`src/rtl/decoder_pkg.sv`:
```
// -----------------------------------------------------------------------------
// decoder_pkg
// Shared definitions for the 3-to-8 pulse decoder and its code buffer:
//   CODE_W  width of an encoded command (3 bits, codes 0..7)
//   OUT_W   width of the one-hot output (8 bits)
//   state_e pulse sequencer states (idle, holding a one-hot value, gap)
//   onehot  maps a code to its one-hot select pattern
// -----------------------------------------------------------------------------
package decoder_pkg;

    localparam int CODE_W = 3;
    localparam int OUT_W  = 8;

    typedef enum logic [1:0] {
        ST_IDLE = 2'd0,
        ST_HOLD = 2'd1,
        ST_GAP  = 2'd2
    } state_e;

    // One-hot pattern with bit 'code' set.
    function automatic logic [OUT_W-1:0] onehot(input logic [CODE_W-1:0] code);
        logic [OUT_W-1:0] base;
        base = {{(OUT_W-1){1'b0}}, 1'b1};
        return base << code;
    endfunction

endpackage

```
`src/rtl/decoder_3_to_8_pulse_fifo.sv`:
```
// -----------------------------------------------------------------------------
// code_fifo_2
// Two-entry FIFO holding pending codes, oldest first.
// Ports:
//   clk, rst_n   clock and asynchronous active-low reset
//   flush_i      synchronous clear (wins over push/pop)
//   push_i       write data_i (ignored when full)
//   pop_i        drop the head entry (ignored when empty)
//   data_i       code to store
//   data_o       head entry (valid when !empty_o)
//   full_o       two entries stored
//   empty_o      no entries stored
// A push into a full FIFO is dropped even if a pop happens in the same cycle.
// -----------------------------------------------------------------------------
module code_fifo_2 import decoder_pkg::*; (
    input  logic              clk,
    input  logic              rst_n,
    input  logic              flush_i,
    input  logic              push_i,
    input  logic              pop_i,
    input  logic [CODE_W-1:0] data_i,
    output logic [CODE_W-1:0] data_o,
    output logic              full_o,
    output logic              empty_o
);

    logic [CODE_W-1:0] mem_q [2];
    logic [CODE_W-1:0] mem_d [2];
    logic              wr_ptr_q, wr_ptr_d;
    logic              rd_ptr_q, rd_ptr_d;
    logic [1:0]        count_q, count_d;
    logic              do_push_s;
    logic              do_pop_s;

    assign full_o  = (count_q == 2'd2);
    assign empty_o = (count_q == 2'd0);
    assign data_o  = mem_q[rd_ptr_q];

    // Next-state computation for storage, pointers and occupancy.
    always_comb begin
        mem_d     = mem_q;
        wr_ptr_d  = wr_ptr_q;
        rd_ptr_d  = rd_ptr_q;
        count_d   = count_q;
        do_push_s = push_i && !full_o;
        do_pop_s  = pop_i && !empty_o;
        if (flush_i) begin
            wr_ptr_d = 1'b0;
            rd_ptr_d = 1'b0;
            count_d  = 2'd0;
        end else begin
            if (do_push_s) begin
                mem_d[wr_ptr_q] = data_i;
                wr_ptr_d        = ~wr_ptr_q;
            end else begin
                wr_ptr_d = wr_ptr_q;
            end
            if (do_pop_s) begin
                rd_ptr_d = ~rd_ptr_q;
            end else begin
                rd_ptr_d = rd_ptr_q;
            end
            case ({do_push_s, do_pop_s})
                2'b10:   count_d = count_q + 2'd1;
                2'b01:   count_d = count_q - 2'd1;
                default: count_d = count_q;
            endcase
        end
    end

    // FIFO state registers.
    always_ff @(posedge clk or negedge rst_n) begin
        if (!rst_n) begin
            mem_q[0] <= {CODE_W{1'b0}};
            mem_q[1] <= {CODE_W{1'b0}};
            wr_ptr_q <= 1'b0;
            rd_ptr_q <= 1'b0;
            count_q  <= 2'd0;
        end else begin
            mem_q    <= mem_d;
            wr_ptr_q <= wr_ptr_d;
            rd_ptr_q <= rd_ptr_d;
            count_q  <= count_d;
        end
    end

endmodule

```
`src/rtl/decoder_3_to_8_pulse.sv`:
```
// -----------------------------------------------------------------------------
// decoder_3_to_8_pulse
// Accepts 3-bit codes over valid/ready, buffers up to two, and plays each one
// out as a registered one-hot pulse held HOLD cycles followed by GAP zero
// cycles. With GAP==0, queued codes produce back-to-back pulses.
// Ports:
//   clk, rst_n   clock and asynchronous active-low reset
//   flush_i      synchronous clear of buffer and sequencer
//   en_i         allows a new pulse to start (a running pulse always finishes)
//   in_valid_i   in_code_i is valid
//   in_ready_o   a code can be accepted (low when full or flushing)
//   in_code_i    code 0..7
//   y_o          registered one-hot output or all zero
//   done_o       high in the last hold cycle of each pulse
//   busy_o       sequencer active or codes pending
// -----------------------------------------------------------------------------
module decoder_3_to_8_pulse import decoder_pkg::*; #(
    parameter int HOLD = 4,
    parameter int GAP  = 1
) (
    input  logic              clk,
    input  logic              rst_n,
    input  logic              flush_i,
    input  logic              en_i,
    input  logic              in_valid_i,
    output logic              in_ready_o,
    input  logic [CODE_W-1:0] in_code_i,
    output logic [OUT_W-1:0]  y_o,
    output logic              done_o,
    output logic              busy_o
);

    localparam int CNT_MAX = (HOLD > GAP) ? HOLD : GAP;
    localparam int CNT_W   = $clog2(CNT_MAX + 1);

    // Loads are HOLD-1 / GAP-1 so the down-counter never wraps.
    localparam logic [CNT_W-1:0] CNT_ZERO  = {CNT_W{1'b0}};
    localparam logic [CNT_W-1:0] CNT_ONE   = CNT_W'(1);
    localparam logic [CNT_W-1:0] HOLD_LOAD = CNT_W'(HOLD - 1);
    localparam logic [CNT_W-1:0] GAP_LOAD  = CNT_W'((GAP > 0) ? (GAP - 1) : 0);
    localparam logic [OUT_W-1:0] Y_ZERO    = {OUT_W{1'b0}};

    state_e             state_q, state_d;
    logic [CNT_W-1:0]   cnt_q, cnt_d;
    logic [OUT_W-1:0]   y_q, y_d;
    logic               push_s;
    logic               pop_s;
    logic               full_s;
    logic               empty_s;
    logic               can_start_s;
    logic [CODE_W-1:0]  head_s;

    // Ready is suppressed while flushing so nothing slips in during the clear.
    assign in_ready_o  = !full_s && !flush_i;
    assign push_s      = in_valid_i && in_ready_o;
    assign can_start_s = en_i && !empty_s;

    code_fifo_2 u_fifo (
        .clk     (clk),
        .rst_n   (rst_n),
        .flush_i (flush_i),
        .push_i  (push_s),
        .pop_i   (pop_s),
        .data_i  (in_code_i),
        .data_o  (head_s),
        .full_o  (full_s),
        .empty_o (empty_s)
    );

    // Sequencer next state, counter and output value.
    always_comb begin
        state_d = state_q;
        cnt_d   = cnt_q;
        y_d     = y_q;
        pop_s   = 1'b0;
        if (flush_i) begin
            state_d = ST_IDLE;
            cnt_d   = CNT_ZERO;
            y_d     = Y_ZERO;
        end else begin
            case (state_q)
                ST_IDLE: begin
                    if (can_start_s) begin
                        pop_s   = 1'b1;
                        y_d     = onehot(head_s);
                        cnt_d   = HOLD_LOAD;
                        state_d = ST_HOLD;
                    end else begin
                        y_d = Y_ZERO;
                    end
                end
                ST_HOLD: begin
                    if (cnt_q != CNT_ZERO) begin
                        cnt_d = cnt_q - CNT_ONE;
                    end else if (GAP > 0) begin
                        y_d     = Y_ZERO;
                        cnt_d   = GAP_LOAD;
                        state_d = ST_GAP;
                    end else if (can_start_s) begin
                        // No gap configured: chain the next code seamlessly.
                        pop_s   = 1'b1;
                        y_d     = onehot(head_s);
                        cnt_d   = HOLD_LOAD;
                        state_d = ST_HOLD;
                    end else begin
                        y_d     = Y_ZERO;
                        state_d = ST_IDLE;
                    end
                end
                ST_GAP: begin
                    if (cnt_q != CNT_ZERO) begin
                        cnt_d = cnt_q - CNT_ONE;
                    end else if (can_start_s) begin
                        pop_s   = 1'b1;
                        y_d     = onehot(head_s);
                        cnt_d   = HOLD_LOAD;
                        state_d = ST_HOLD;
                    end else begin
                        state_d = ST_IDLE;
                    end
                end
                default: begin
                    state_d = ST_IDLE;
                    cnt_d   = CNT_ZERO;
                    y_d     = Y_ZERO;
                end
            endcase
        end
    end

    // Sequencer registers.
    always_ff @(posedge clk or negedge rst_n) begin
        if (!rst_n) begin
            state_q <= ST_IDLE;
            cnt_q   <= CNT_ZERO;
            y_q     <= Y_ZERO;
        end else begin
            state_q <= state_d;
            cnt_q   <= cnt_d;
            y_q     <= y_d;
        end
    end

    assign y_o    = y_q;
    assign done_o = (state_q == ST_HOLD) && (cnt_q == CNT_ZERO);
    assign busy_o = (state_q != ST_IDLE) || !empty_s;

endmodule
```
`config.mk`:
```
export PLATFORM = sky130hd
export DESIGN_NAME = decoder_3_to_8_pulse
export DESIGN_NICKNAME = d
export VERILOG_FILES = /design/src/rtl/decoder_pkg.sv /design/src/rtl/decoder_3_to_8_pulse_fifo.sv /design/src/rtl/decoder_3_to_8_pulse.sv
export SDC_FILE = /design/constraint.sdc
export NUM_CORES = 1
export LEC_CHECK = 0
export CORE_UTILIZATION = 38
export DETAILED_ROUTE_END_ITERATION = 12
export MAX_ROUTING_LAYER = met4
export PLACE_DENSITY = 0.58
export SYNTH_ARGS = -nofsm -noshare
export SYNTH_HDL_FRONTEND = slang
export SYNTH_SLANG_ARGS = --single-unit
```
`constraint.sdc`:
```
create_clock -name clk -period 2.5 [get_ports clk]
set_input_delay 0.75 -clock clk [delete_from_list [all_inputs] [get_ports clk]]
set_output_delay 0.75 -clock clk [all_outputs]
set_load 0.05 [all_outputs]
```
==> results of run 1 <==
-- through the flow --
| step | hold slack (ns) | utilization [%] |
|---|---|---|
| 4_1_cts | 0.513 | 49.6 |
| 6_report | 0.508 | 49.6 |
| 2_1_floorplan | 0.454 | - |
| 3_3_place_gp | 0.476 | 48.7 |
| 3_5_place_dp | 0.480 | 48.7 |
| 5_1_grt | 0.538 | 49.6 |
-- synth_stat cells, types with 3 or more instances --
master     instances  area (um^2)
mux2_2             5         56.3
dfrtp_1           23          576
o21ai_0            4         20.0
nor2_1            15         56.3
buf_4              3         22.5
mux2_4             4         60.1
nor2b_1            4         25.0
inv_1              9         33.8
nand2_2            3         18.8
a21oi_1            5         25.0
nand2_1            3         11.3
a2bb2oi_1          3         26.3
-- state kept, by name, summed over array words and instances, names as in the netlist --
name / count
y_o: 8
u_fifo.count_q: 2
cnt_q: 3
u_fifo.wr_ptr_q: 1
u_fifo.rd_ptr_q: 1
u_fifo.mem_q: 6
state_q: 2
-- final cells by class --
type	count	area [um^2]
repair buffers	20	213
multi-input cells	86	646
clock inverters	1	5.00
fillers	303	1580
clock buffers	3	22.5
well taps	44	55.1
flip-flops and latches	23	576
inverters	9	33.8
-- routing by layer --
metal  GRT usage, %  wire length [um]  share of wire, %
met3           2.60                67               2.8
met5              -                 0                 0
met1           20.6              1200                50
met2           23.4              1100                46
met4           4.98                19              0.80
-- power by group through the flow --
stage | Combinational (mW) | Clock [mW] | Sequential, mW
after floorplan | 0.426 | 0 | 0.516
final | 0.523 | 0.175 | 0.531
after global routing | 0.576 | 0.201 | 0.546
after detailed placement | 0.524 | 0 | 0.539
after CTS | 0.526 | 0.182 | 0.531
after global placement | 0.512 | 0 | 0.533
-- cells by family after synthesis --
kind of cell	share of synthesized area (%)
buffers and inverters	5.06
AOI/OAI and AO/OA	19.3
adders and majority gates	1.95
xor gates and xnor gates	2.04
muxes	12.4
and+or+nand+nor	14.6
DFF	44.7
-- worst max-delay path, delay by kind of cell --
kind                   cells  cell delay (ns)
buffers and inverters      2             0.64
and+or+nand+nor            1             0.27
-- path summary, 6_finish.rpt --
check	slack (ns)	startpoint	cells past startpoint	end
max in group asynchronous	1.50	rst_n	2	state_q[1]
min in group asynchronous	0.76	rst_n	2	cnt_q[0]
max reg2reg	0.51	cnt_q[0]	6	y_o[3]
min	0.51	y_o[4]	1	y_o[4]
max	0.09	flush_i	3	in_ready_o
min reg2reg	0.51	y_o[4]	1	y_o[4]
==> flow_summary_export.csv, run 1 <==
group,metric,value,unit
final_layout,areaGrowthSynthToFinish,20.5,%
final_layout,diodes,0,
timing,setup_ws,0.0867,ns
synthesis,synth_cells,123,
clocking,cts-root-buf,"clkbuf_4",
timing,setup_tns,0,ns
pwr,p_leak,0.663,nW
timing,tightest_slew,0.495,ns
place,dpl_cell_area,1520,um^2
timing,period_share,96.5,%
outcome,status,"completed",
worst_setup_path,end_kind,"output pin",
routing,antenna_left,0,
synthesis,synth_cell_types,41,
clocking,path_clk_slew,0.13,ns
synthesis,syn_avg_cell_area,10.5,um^2
synthesis,synth.net_count,133,
grt,grt_max_degree,24,
routing,drc,0,
grt,track_usage,15.3,%
floorplanning,initial_utilization,41.1,%
final_layout,final_area,1550,um^2
routing,drt_iter0_markers,16,
timing,rsz0062_at_grt,"no",
clocking,cts-htree-levels,1,
floorplanning,io_pins,19,
floorplanning,rows,20,
final_layout,drive_gt1_share,18.3,%
pwr,power.switching,0.494,mW
final_layout,final_common_cell,"dfrtp_1",
clocking,hold_buffers,0,
timing,clock_skew,0.00519,ns
floorplanning,die_x,60.2,um
synthesis,synth_flop_cell,"dfrtp_1",
grt,grt_pass1_wl,4020,um
pwr,power_density,793,nW/um^2
pwr,combPwrFrac,42.5,%
routing,vias,934,
clocking,clock_sinks,23,
pwr,ir_worst_vdd,0.347,mV
clocking,clockBufferDepth,2,
routing,viasPerCell,5.02,
final_layout,nets,153,
worst_hold_path,worst_hold_path_type,"flip-flop to flip-flop",
pwr,internal-power,0.734,mW
worst_setup_path,path_class,"input pin to output pin",
worst_setup_path,critPathArrivalTime,1.66,ns
final_layout,mostFrequentLayoutCells,"23 x dfrtp_1, 15 x nor2_1, 15 x clkdlybuf4s50_1",
synthesis,synth_edf_count,0,
synthesis,netlist_area,1290,um^2
worst_setup_path,slowest_delay,0.46,ns
floorplanning,die-area,3620,um^2
place,portBuffers,18,
grt,grt_overflow,0,
clocking,tritoncts,"done",
worst_setup_path,crit_fanout,2,
timing,drv_slew,0,
routing,wl_per_cell,12.8,um
clocking,worstSkewPairLatency,0.31,ns
timing,final_hold_viol_count,0,
floorplanning,die_height,60.2,um
final_layout,layout.cells.non_filler,186,
floorplanning,fp.coreArea,3130,um^2
worst_setup_path,critPathLaunchType,"input pin",
clocking,cts_setup_buffers,0,
routing,wirelength,2390,um
place,dp_cells,182,
place,pre_cts_slack,0.0981,ns
synthesis,yosysWarnings,0,
place,place_congestion,0.768,
timing,max_freq,0.414,GHz
timing,period_minus_slack,2.41,ns
worst_setup_path,path_cells,"clkdlybuf4s50_1 > nor2_1 > buf_12",
pwr,clkPwrFrac,14.3,%
grt,grt_pass1_vias,899,
pwr,total_power,1.23,mW
grt,antenna_found_initial,0,
clocking,cts-resized-gates,0,
routing,first_pass_iters,4,
synthesis,synth.yosys.seq_area_share,44.7,%
worst_setup_path,critPathSlowestCell,"clkdlybuf4s50_1",
flow_run,max_cap_viol_count,0,
pwr,switching_share,40.2,%
worst_setup_path,cp.required,1.75,ns
place,dpl.hpwl,1810,um
timing,relSlewSlack,66.9,%
clocking,cts_made_buffers,3,
timing,setup_viol,0,
synthesis,ys_ff_latch,23,
synthesis,async_reset_ff_share,100,%
pwr,power.share.sequential,43.2,%
Note: power is estimated with default switching activity, not from simulation.
==> run 2: changes to the inputs <==
--- a/config.mk
+++ b/config.mk
@@ -5,10 +5,10 @@
 export SDC_FILE = /design/constraint.sdc
 export NUM_CORES = 1
 export LEC_CHECK = 0
-export CORE_UTILIZATION = 38
+export CORE_UTILIZATION = 25
 export DETAILED_ROUTE_END_ITERATION = 12
 export MAX_ROUTING_LAYER = met4
-export PLACE_DENSITY = 0.58
+export PLACE_DENSITY = 0.42
 export SYNTH_ARGS = -nofsm -noshare
 export SYNTH_HDL_FRONTEND = slang
 export SYNTH_SLANG_ARGS = --single-unit
==> flow_summary_export.csv, run 2 (synthesis gave the netlist of run 1 again) <==
group,metric,value,unit
routing,first_pass_iters,4,
timing,max_freq,0.428,GHz
grt,track_usage,10.7,%
place,pre_cts_slack,0.170,ns
final_layout,final_area,1610,um^2
place,place_congestion,0.692,
clocking,worstSkewPairLatency,0.26,ns
grt,grt_pass1_vias,901,
routing,drc,0,
clocking,cts-resized-gates,0,
routing,wirelength,2560,um
grt,grt_overflow,0,
clocking,cts_setup_buffers,0,
clocking,cts_made_buffers,3,
clocking,cts-htree-levels,1,
pwr,power_density,806,nW/um^2
timing,tightest_slew,0.497,ns
floorplanning,fp.coreArea,4850,um^2
timing,setup_tns,0,ns
grt,grt_pass1_wl,4250,um
timing,period_share,93.4,%
clocking,cts-root-buf,"clkbuf_8",
place,portBuffers,18,
final_layout,largest_register_ff_count,8,
worst_setup_path,path_class,"input pin to output pin",
timing,clock_skew,0.00377,ns
routing,drt_iter0_markers,33,
worst_setup_path,crit_fanout,2,
outcome,status,"completed",
worst_setup_path,path_cells,"clkdlybuf4s50_1 > nor2_1 > buf_12",
timing,drv_slew,0,
timing,setup_viol,0,
floorplanning,rows,25,
worst_setup_path,end_kind,"output pin",
final_layout,final_common_cell,"dfrtp_1",
floorplanning,die_height,73.7,um
clocking,path_clk_slew,0.09,ns
worst_setup_path,cp.required,1.75,ns
place,dpl_cell_area,1560,um^2
timing,setup_ws,0.164,ns
timing,final_hold_viol_count,0,
routing,viasPerCell,4.53,
clocking,hold_buffers,0,
routing,wl_per_cell,12.2,um
timing,period_minus_slack,2.34,ns
floorplanning,initial_utilization,26.5,%
floorplanning,die-area,5440,um^2
clocking,tritoncts,"done",
final_layout,nets,154,
flow_run,max_cap_viol_count,0,
worst_hold_path,worst_hold_path_type,"flip-flop to flip-flop",
worst_setup_path,critPathLaunchType,"input pin",
routing,vias,952,
routing,antenna_left,0,
final_layout,drive_gt1_share,18.9,%
grt,antenna_found_initial,0,
timing,relSlewSlack,66.7,%
worst_setup_path,critPathSlowestCell,"clkdlybuf4s50_1",
floorplanning,io_pins,19,
clocking,clockBufferDepth,2,
final_layout,diodes,0,
floorplanning,die_x,73.7,um
final_layout,layout.cells.non_filler,210,
place,dp_cells,206,
worst_setup_path,slowest_delay,0.42,ns
pwr,p_leak,0.676,nW
final_layout,areaGrowthSynthToFinish,24.8,%
pwr,ir_worst_vdd,0.223,mV
grt,grt_max_degree,24,
place,dpl.hpwl,1910,um
worst_setup_path,critPathArrivalTime,1.59,ns
timing,rsz0062_at_grt,"no",
clocking,clock_sinks,23,
final_layout,mostFrequentLayoutCells,"23 x dfrtp_1, 15 x nor2_1, 15 x clkdlybuf4s50_1",
-- run 2: final cells by class --
type	count	area (um^2)
clock buffers	3	41.3
clock inverters	1	5.00
fillers	476	3240
inverters	9	33.8
multi-input cells	86	646
flip-flops and latches	23	576
well taps	67	83.8
repair buffers	21	220
-- run 2: power by group --
part           internal, mW  leakage (nW)  switching (mW)
clock                 0.111        0.0255           0.123
combinational         0.231         0.347           0.297
sequential            0.446         0.304          0.0839
-- run 2: worst paths after layout --
path,start,cells after the start,endpoint,slack (ns)
worst max-delay path,flush_i,3,in_ready_o,0.16
worst min-delay path,y_o[4],1,y_o[4],0.50
worst max register to register,cnt_q[0],6,y_o[7],0.52
worst min register to register,y_o[4],1,y_o[4],0.50
max in group asynchronous,rst_n,2,u_fifo.count_q[1],1.43
min in group asynchronous,rst_n,2,u_fifo.mem_q[3],0.83
-- run 2: per-stage QoR --
step	total power [mW]	utilization (%)	hold WS, ns
after floorplan	0.943	-	0.454
after global placement	1.05	32.2	0.478
after detailed placement	1.07	32.2	0.473
after CTS	1.31	33.1	0.498
after global routing	1.39	33.1	0.505
final	1.29	33.1	0.496
-- run 2: worst max-delay path, delay by kind of cell --
kind          cells  cell delay, ns
simple gates      1            0.24
buf+inv           2            0.60
-- run 2: routing by layer --
layer	routed length, um	GRT usage, %	vias to the layer above
li1	-	-	467
met1	1270	13.6	468
met2	1190	15.8	15
met3	71	2.06	2
met4	23	5.77	0
met5	0	-	-
